===== src/rtl/mest_pro_exec_pkg.sv =====
// Shared types for the MEST Pro execute unit: opcode and FSM encodings,
// default widths and the NZCV flag bundle.
package mest_pro_exec_pkg;

  localparam int DEF_DATA_W = 8;
  localparam int DEF_OP_W   = 4;

  typedef enum logic [3:0] {
    OP_ADD  = 4'd0,
    OP_SUB  = 4'd1,
    OP_MUL  = 4'd2,
    OP_AND  = 4'd3,
    OP_OR   = 4'd4,
    OP_XOR  = 4'd5,
    OP_SHR  = 4'd6,
    OP_SHL  = 4'd7,
    OP_NOT  = 4'd8,
    OP_PASS = 4'd9
  } op_e;

  typedef enum logic [1:0] {
    ST_IDLE = 2'd0,
    ST_MUL  = 2'd1,
    ST_HOLD = 2'd2
  } state_e;

  typedef struct packed {
    logic c;
    logic z;
    logic n;
    logic v;
  } flags_t;

endpackage


===== src/rtl/mest_pro_mul_iter.sv =====
// Iterative shift-add multiplier: one partial product per cycle, LSB first
// on op_b. Compiled only when MEST_PRO_MUL_EN is defined.
`ifdef MEST_PRO_MUL_EN
module mest_pro_mul_iter
  import mest_pro_exec_pkg::*;
#(
  parameter int DATA_W = DEF_DATA_W
) (
  input  logic                  clk,
  input  logic                  i_reset,
  input  logic                  start,
  input  logic [DATA_W-1:0]     op_a,
  input  logic [DATA_W-1:0]     op_b,
  output logic                  done,
  output logic [2*DATA_W-1:0]   product
);

  localparam int CNT_W = (DATA_W > 1) ? $clog2(DATA_W) : 1;

  logic                busy;
  logic [CNT_W-1:0]    cnt;
  logic [DATA_W-1:0]   mcand;
  // upper half is the accumulator, lower half the multiplier being shifted out
  logic [2*DATA_W-1:0] acc;
  logic [DATA_W:0]     sum;

  // Next accumulator value for the step taken this cycle; on the last step
  // this is the finished product, so the parent can capture it directly.
  always_comb begin
    sum     = {1'b0, acc[2*DATA_W-1:DATA_W]} + (acc[0] ? {1'b0, mcand} : '0);
    product = {sum, acc[DATA_W-1:1]};
  end

  assign done = busy && (cnt == CNT_W'(DATA_W - 1));

  // Control: busy flag and step counter.
  always_ff @(posedge clk) begin
    if (i_reset) begin
      busy <= 1'b0;
      cnt  <= '0;
    end else if (start) begin
      busy <= 1'b1;
      cnt  <= '0;
    end else if (busy) begin
      if (done) begin
        busy <= 1'b0;
        cnt  <= '0;
      end else begin
        cnt <= cnt + 1'b1;
      end
    end
  end

  // Datapath: latch operands with a cleared accumulator, then shift-add.
  always_ff @(posedge clk) begin
    if (start) begin
      mcand <= op_a;
      acc   <= {{DATA_W{1'b0}}, op_b};
    end else if (busy) begin
      acc <= product;
    end
  end

endmodule
`endif


===== src/rtl/mest_pro_alu_pipe.sv =====
// MEST Pro execute unit: width-configurable ALU with valid/ready on both
// sides and NZCV flags. Define MEST_PRO_MUL_EN to build the iterative
// multiplier; without it MUL completes in one cycle as an illegal opcode.
module mest_pro_alu_pipe
  import mest_pro_exec_pkg::*;
#(
  parameter int DATA_W = DEF_DATA_W,
  parameter int OP_W   = DEF_OP_W
) (
  input  logic              clk,
  input  logic              i_reset,
  input  logic              i_valid,
  output logic              o_ready,
  input  logic [OP_W-1:0]   i_op_code,
  input  logic [DATA_W-1:0] i_operand1,
  input  logic [DATA_W-1:0] i_operand2,
  output logic              o_valid,
  input  logic              i_ready,
  output logic [DATA_W-1:0] o_result,
  output logic [DATA_W-1:0] o_result_hi,
  output logic              o_carry,
  output logic              o_zero_flag,
  output logic              o_neg,
  output logic              o_ovf,
  output logic              o_illegal
);

  localparam int MSB = DATA_W - 1;

  state_e            state, state_nx, accept_target;
  logic              accept, accept_single, is_mul;
  logic              op_hi_nz;
  op_e               op_dec;

  logic [DATA_W:0]   wide_c;
  logic [DATA_W-1:0] res_c;
  flags_t            fl_c;
  logic              ill_c;

  logic [DATA_W-1:0] res_p1;
  flags_t            flags_p1;
  logic              ill_p1;
  logic              vld_p1;

  // Opcodes beyond the 4-bit encoding space are always illegal.
  assign op_hi_nz = |(i_op_code >> 4);
  assign op_dec   = op_e'(i_op_code[3:0]);

  assign o_ready       = ~i_reset & ((state == ST_IDLE) | ((state == ST_HOLD) & i_ready));
  assign accept        = i_valid & o_ready;
  assign accept_single = accept & ~is_mul;

`ifdef MEST_PRO_MUL_EN
  logic [DATA_W-1:0]   res_hi_p1;
  logic                mul_done;
  logic [2*DATA_W-1:0] mul_prod;
  logic [DATA_W-1:0]   mul_hi;
  flags_t              mul_fl;

  assign is_mul        = ~op_hi_nz & (op_dec == OP_MUL);
  assign accept_target = is_mul ? ST_MUL : ST_HOLD;

  mest_pro_mul_iter #(
    .DATA_W (DATA_W)
  ) u_mul (
    .clk     (clk),
    .i_reset (i_reset),
    .start   (accept & is_mul),
    .op_a    (i_operand1),
    .op_b    (i_operand2),
    .done    (mul_done),
    .product (mul_prod)
  );

  assign mul_hi = mul_prod[2*DATA_W-1:DATA_W];

  // Flags for a finished product: zero covers the full double-width result.
  always_comb begin
    mul_fl   = '0;
    mul_fl.c = |mul_hi;
    mul_fl.z = (mul_prod == '0);
    mul_fl.n = mul_hi[MSB];
  end

  assign o_result_hi = res_hi_p1;
`else
  assign is_mul        = 1'b0;
  assign accept_target = ST_HOLD;
  assign o_result_hi   = '0;
`endif

  // Single-cycle operations on the offered operands; unsigned, with one
  // extra bit so carry/borrow falls out of the add/subtract.
  always_comb begin
    wide_c = '0;
    res_c  = '0;
    fl_c   = '0;
    ill_c  = 1'b0;
    if (op_hi_nz) begin
      ill_c = 1'b1;
    end else begin
      case (op_dec)
        OP_ADD: begin
          wide_c = {1'b0, i_operand1} + {1'b0, i_operand2};
          res_c  = wide_c[MSB:0];
          fl_c.c = wide_c[DATA_W];
          fl_c.v = (i_operand1[MSB] == i_operand2[MSB]) & (res_c[MSB] != i_operand1[MSB]);
        end
        OP_SUB: begin
          wide_c = {1'b0, i_operand1} - {1'b0, i_operand2};
          res_c  = wide_c[MSB:0];
          fl_c.c = wide_c[DATA_W];
          fl_c.v = (i_operand1[MSB] != i_operand2[MSB]) & (res_c[MSB] != i_operand1[MSB]);
        end
        OP_AND:  res_c = i_operand1 & i_operand2;
        OP_OR:   res_c = i_operand1 | i_operand2;
        OP_XOR:  res_c = i_operand1 ^ i_operand2;
        OP_SHR: begin
          res_c  = {1'b0, i_operand1[MSB:1]};
          fl_c.c = i_operand1[0];
        end
        OP_SHL: begin
          res_c  = {i_operand1[MSB-1:0], 1'b0};
          fl_c.c = i_operand1[MSB];
        end
        OP_NOT:  res_c = ~i_operand1;
        OP_PASS: res_c = i_operand1;
        default: ill_c = 1'b1;
      endcase
    end
    if (!ill_c) begin
      fl_c.z = (res_c == '0);
      fl_c.n = res_c[MSB];
    end
  end

  // Next-state logic: HOLD with a taken result behaves like IDLE for a new op.
  always_comb begin
    state_nx = state;
    case (state)
      ST_IDLE: if (accept) state_nx = accept_target;
`ifdef MEST_PRO_MUL_EN
      ST_MUL:  if (mul_done) state_nx = ST_HOLD;
`endif
      ST_HOLD: if (i_ready) state_nx = accept ? accept_target : ST_IDLE;
      default: state_nx = ST_IDLE;
    endcase
  end

  // FSM state register.
  always_ff @(posedge clk) begin
    if (i_reset) state <= ST_IDLE;
    else         state <= state_nx;
  end

  // ---- stage p1: result registers, loaded at accept or multiplier finish ----
  // Result and flag registers; held untouched while the consumer stalls.
  always_ff @(posedge clk) begin
    if (i_reset) begin
      res_p1    <= '0;
`ifdef MEST_PRO_MUL_EN
      res_hi_p1 <= '0;
`endif
      flags_p1  <= '0;
      ill_p1    <= 1'b0;
    end else if (accept_single) begin
      res_p1    <= res_c;
`ifdef MEST_PRO_MUL_EN
      res_hi_p1 <= '0;
`endif
      flags_p1  <= fl_c;
      ill_p1    <= ill_c;
    end
`ifdef MEST_PRO_MUL_EN
    else if (mul_done) begin
      res_p1    <= mul_prod[DATA_W-1:0];
      res_hi_p1 <= mul_hi;
      flags_p1  <= mul_fl;
      ill_p1    <= 1'b0;
    end
`endif
  end

  assign vld_p1      = (state == ST_HOLD);
  assign o_valid     = vld_p1;
  assign o_result    = res_p1;
  assign o_carry     = flags_p1.c;
  assign o_zero_flag = flags_p1.z;
  assign o_neg       = flags_p1.n;
  assign o_ovf       = flags_p1.v;
  assign o_illegal   = ill_p1;

endmodule


===== config.mk =====
export PLATFORM = sky130hd
export DESIGN_NAME = mest_pro_alu_pipe
export DESIGN_NICKNAME = d
export VERILOG_FILES = /design/src/rtl/mest_pro_exec_pkg.sv /design/src/rtl/mest_pro_mul_iter.sv /design/src/rtl/mest_pro_alu_pipe.sv
export SDC_FILE = /design/constraint.sdc
export NUM_CORES = 1
export LEC_CHECK = 0
export CAP_MARGIN = 20
export CORE_MARGIN = 5
export CORE_UTILIZATION = 52
export DETAILED_ROUTE_END_ITERATION = 10
export PLACE_DENSITY_LB_ADDON = 0.12
export RECOVER_POWER = 100
export SKIP_CTS_REPAIR_TIMING = 1
export SYNTH_ARGS = -nofsm -noshare
export SYNTH_HDL_FRONTEND = slang
export SYNTH_HIERARCHICAL = 1
export SYNTH_SLANG_ARGS = --single-unit
export TNS_END_PERCENT = 1

===== constraint.sdc =====
create_clock -name clk -period 2.8 [get_ports clk]
set_input_delay 0.56 -clock clk [delete_from_list [all_inputs] [get_ports clk]]
set_output_delay 0.56 -clock clk [all_outputs]
set_load 0.005 [all_outputs]

==> results.yml <==
worst_setup_path:
  worstSetupPathType: "in -> reg"
  cp.required_ns: 2.95
  critical_path.max_fanout: 5
  critPathLaunchType: "primary input"
  end_kind: "register"
  cp.arrival_ns: 2.81
logic_synthesis:
  ys.flop_type: "dfxtp_1"
  ys_seq_area_share_pct: 13.2
  yosysTopAreaCellShare_pct: 14.2
  synthTopCellsByArea: "ha_1, dfxtp_1, buf_4, inv_1, nor2_1"
  synth-seq-cells: 14
  yosys.area.top_type: "ha_1"
  synth_most_common_cell: "inv_1"
  synthCells: 280
  ys_async_sr_fraction_pct: 0
  synthTopCellsByCount: "inv_1, ha_1, nor2_1, o21ai_0, dfxtp_1"
  yosys_warnings: 6
  synth_edf_count: 0
  syn_avg_cell_area_um2: 7.58
  synth_area_um2: 2120
  synth_cell_types: 58
clock_tree:
  numCtsBuffers: 3
  worstSkewPairLatency_ns: 0.24
  cts_tree: "yes"
  path_clk_slew_ns: 0.05
  clockRootBuffer: "clkbuf_8"
  cts_buffer_depth: 2
  cts_sinks: 14
  h-tree-depth: 1
routing:
  drc_errors: 0
  antenna_left: 0
  via_per_inst: 5.69
  wl_per_cell_um: 15.5
  wl_um: 6490
  drtPass1Iterations: 4
  via_count: 2384
  drt_iter0_drc: 148
cells_and_area:
  nets: 421
  drive_gt1_share_pct: 28.2
  finish.utilization_pct: 78.9
  diodes: 0
  nFillCells: 297
  area_growth_pct: 47.6
outcome:
  status: "finished clean"
grt:
  grt_pass1_vias: 2258
  antenna_found_initial: 0
  grt_pass1_wl_um: 10100
  overflow: 0
  track_usage_pct: 23.0
  grt_max_degree: 32
sta:
  setup_ws_ns: 0.142
  finalCriticalPeriod_ns: 2.66
  hold_violations: 0
  finClkSkew_ns: 0.00329
  finalSetupTns_ns: 0
  finalCritPeriodShare_pct: 94.9
  tightest_slew_ns: 0.616
  fmax_mhz: 376
  setup_viol: 0
  slew_headroom_pct: 58.9
  maxSlewViolCount: 0
  rsz0062_at_grt: "false"
pwr:
  vdd_ir_drop_max_mv: 0.121
  power_mw: 0.852
  p_leak_nw: 1.51
  power_density_nw_per_um2: 272
die:
  row_count: 23
  die_area_um2: 5460
  start_util_pct: 53.4
  core_um2: 3970
  die_w_um: 73.9
  boundaryPins: 47
  die_height_um: 73.9
placement:
  detailed_place_hpwl_um: 5080
  place.gp.congestion: 0.873
  post-place-ws_ns: -0.400
  placement.io_buffers: 38
worst_hold_path:
  hold_path.class: "reg -> reg"
flow_run:
  maxCapViolations: 0
-- metrics by stage --
stage / area (µm²) / hold slack, ns / instances
final: 3130 / 0.461 / 419
after CTS: 2920 / 0.468 / 412
after floorplan: 2150 / 0.453 / 287
after global routing: 3130 / 0.481 / 419
after global placement: 2880 / 0.447 / 409
after detailed placement: 2880 / 0.461 / 409
-- state kept, by name, summed over array words and instances (netlist names) --
name and flops:
state 1, o_illegal 1, o_zero_flag 1, o_neg 1, o_carry 1, o_ovf 1
o_result 8
-- power breakdown --
group          switching, mW  internal [mW]
registers            0.00590          0.212
logic                  0.231          0.246
clock network         0.0630         0.0948
-- kinds of logic after synthesis --
logic type,after synthesis,share of synthesized area (%)
buffers and inverters,50,11.9
AND/OR/NAND/NOR,84,20.2
flip-flops,14,13.2
adder cells (fa/ha/maj),26,16.0
AO/OA/AOI/OAI,84,28.0
multiplexers,11,6.43
other,1,0.177
XOR/XNOR,10,4.13
-- cell usage in the layout, fill, tap and decap left out, types with 4 or more instances in the layout --
cell             synthesis  final
inv_2                    1      8
nor2b_1                  5      4
nor2_1                  24     24
clkdlybuf4s50_1          0     14
ha_4                     0      4
and3_1                   8      8
dfxtp_1                 14     14
nand2_1                 11     11
nand2b_1                 5      5
ha_1                    24     17
a211o_1                  4      4
inv_1                   26     19
mux2i_1                  8      8
xnor2_1                  7      7
a21oi_1                 13     10
dlygate4sd3_1            0     16
buf_4                   13     59
nor3_1                   8      6
o21ai_0                 15     13
nand3_1                 12     12
a211oi_1                 9      9
dlymetal6s2s_1           0      8
o211ai_1                 4      4
conb_1                   1      8
-- metal layers --
layer	vias to the layer above	wire length [µm]	GRT usage, %
met5	-	0	0
li1	1178	-	-
met2	78	3380	41.2
met4	0	85	6.44
met1	1119	2690	29.3
met3	9	334	1.37
-- layout make-up --
cell class / count / area, µm² / share of cell area (%)
clock buffers: 3 / 41.3 / 1.32
inverters: 27 / 101 / 3.23
multi-input cells: 223 / 1750 / 56.0
flip-flops and latches: 14 / 280 / 8.95
well taps: 50 / 62.6 / 2.00
repair buffers: 102 / 893 / 28.5
-- worst max-delay path: stages --
cell             delay, ns
clkdlybuf4s50_1       0.49
inv_2                 0.17
mux4_2                0.52
a22oi_2               0.17
o32ai_2               0.10
a211oi_2              0.30
nand4_1               0.15
o41ai_2               0.34
-- path summary, 6_finish.rpt --
kind | from | endpoint | slack, ns | cells past startpoint
worst max-delay path | i_op_code[1] | o_zero_flag$_SDFFE_PP0P_ | 0.14 | 8
worst min-delay path | o_ovf$_SDFFE_PP0P_ | o_ovf$_SDFFE_PP0P_ | 0.46 | 2
worst max register to register | state[1]$_SDFFE_PP0P_ | o_zero_flag$_SDFFE_PP0P_ | 1.04 | 7
worst min register to register | o_ovf$_SDFFE_PP0P_ | o_ovf$_SDFFE_PP0P_ | 0.46 | 2
Power figures use the tool's default switching activity.
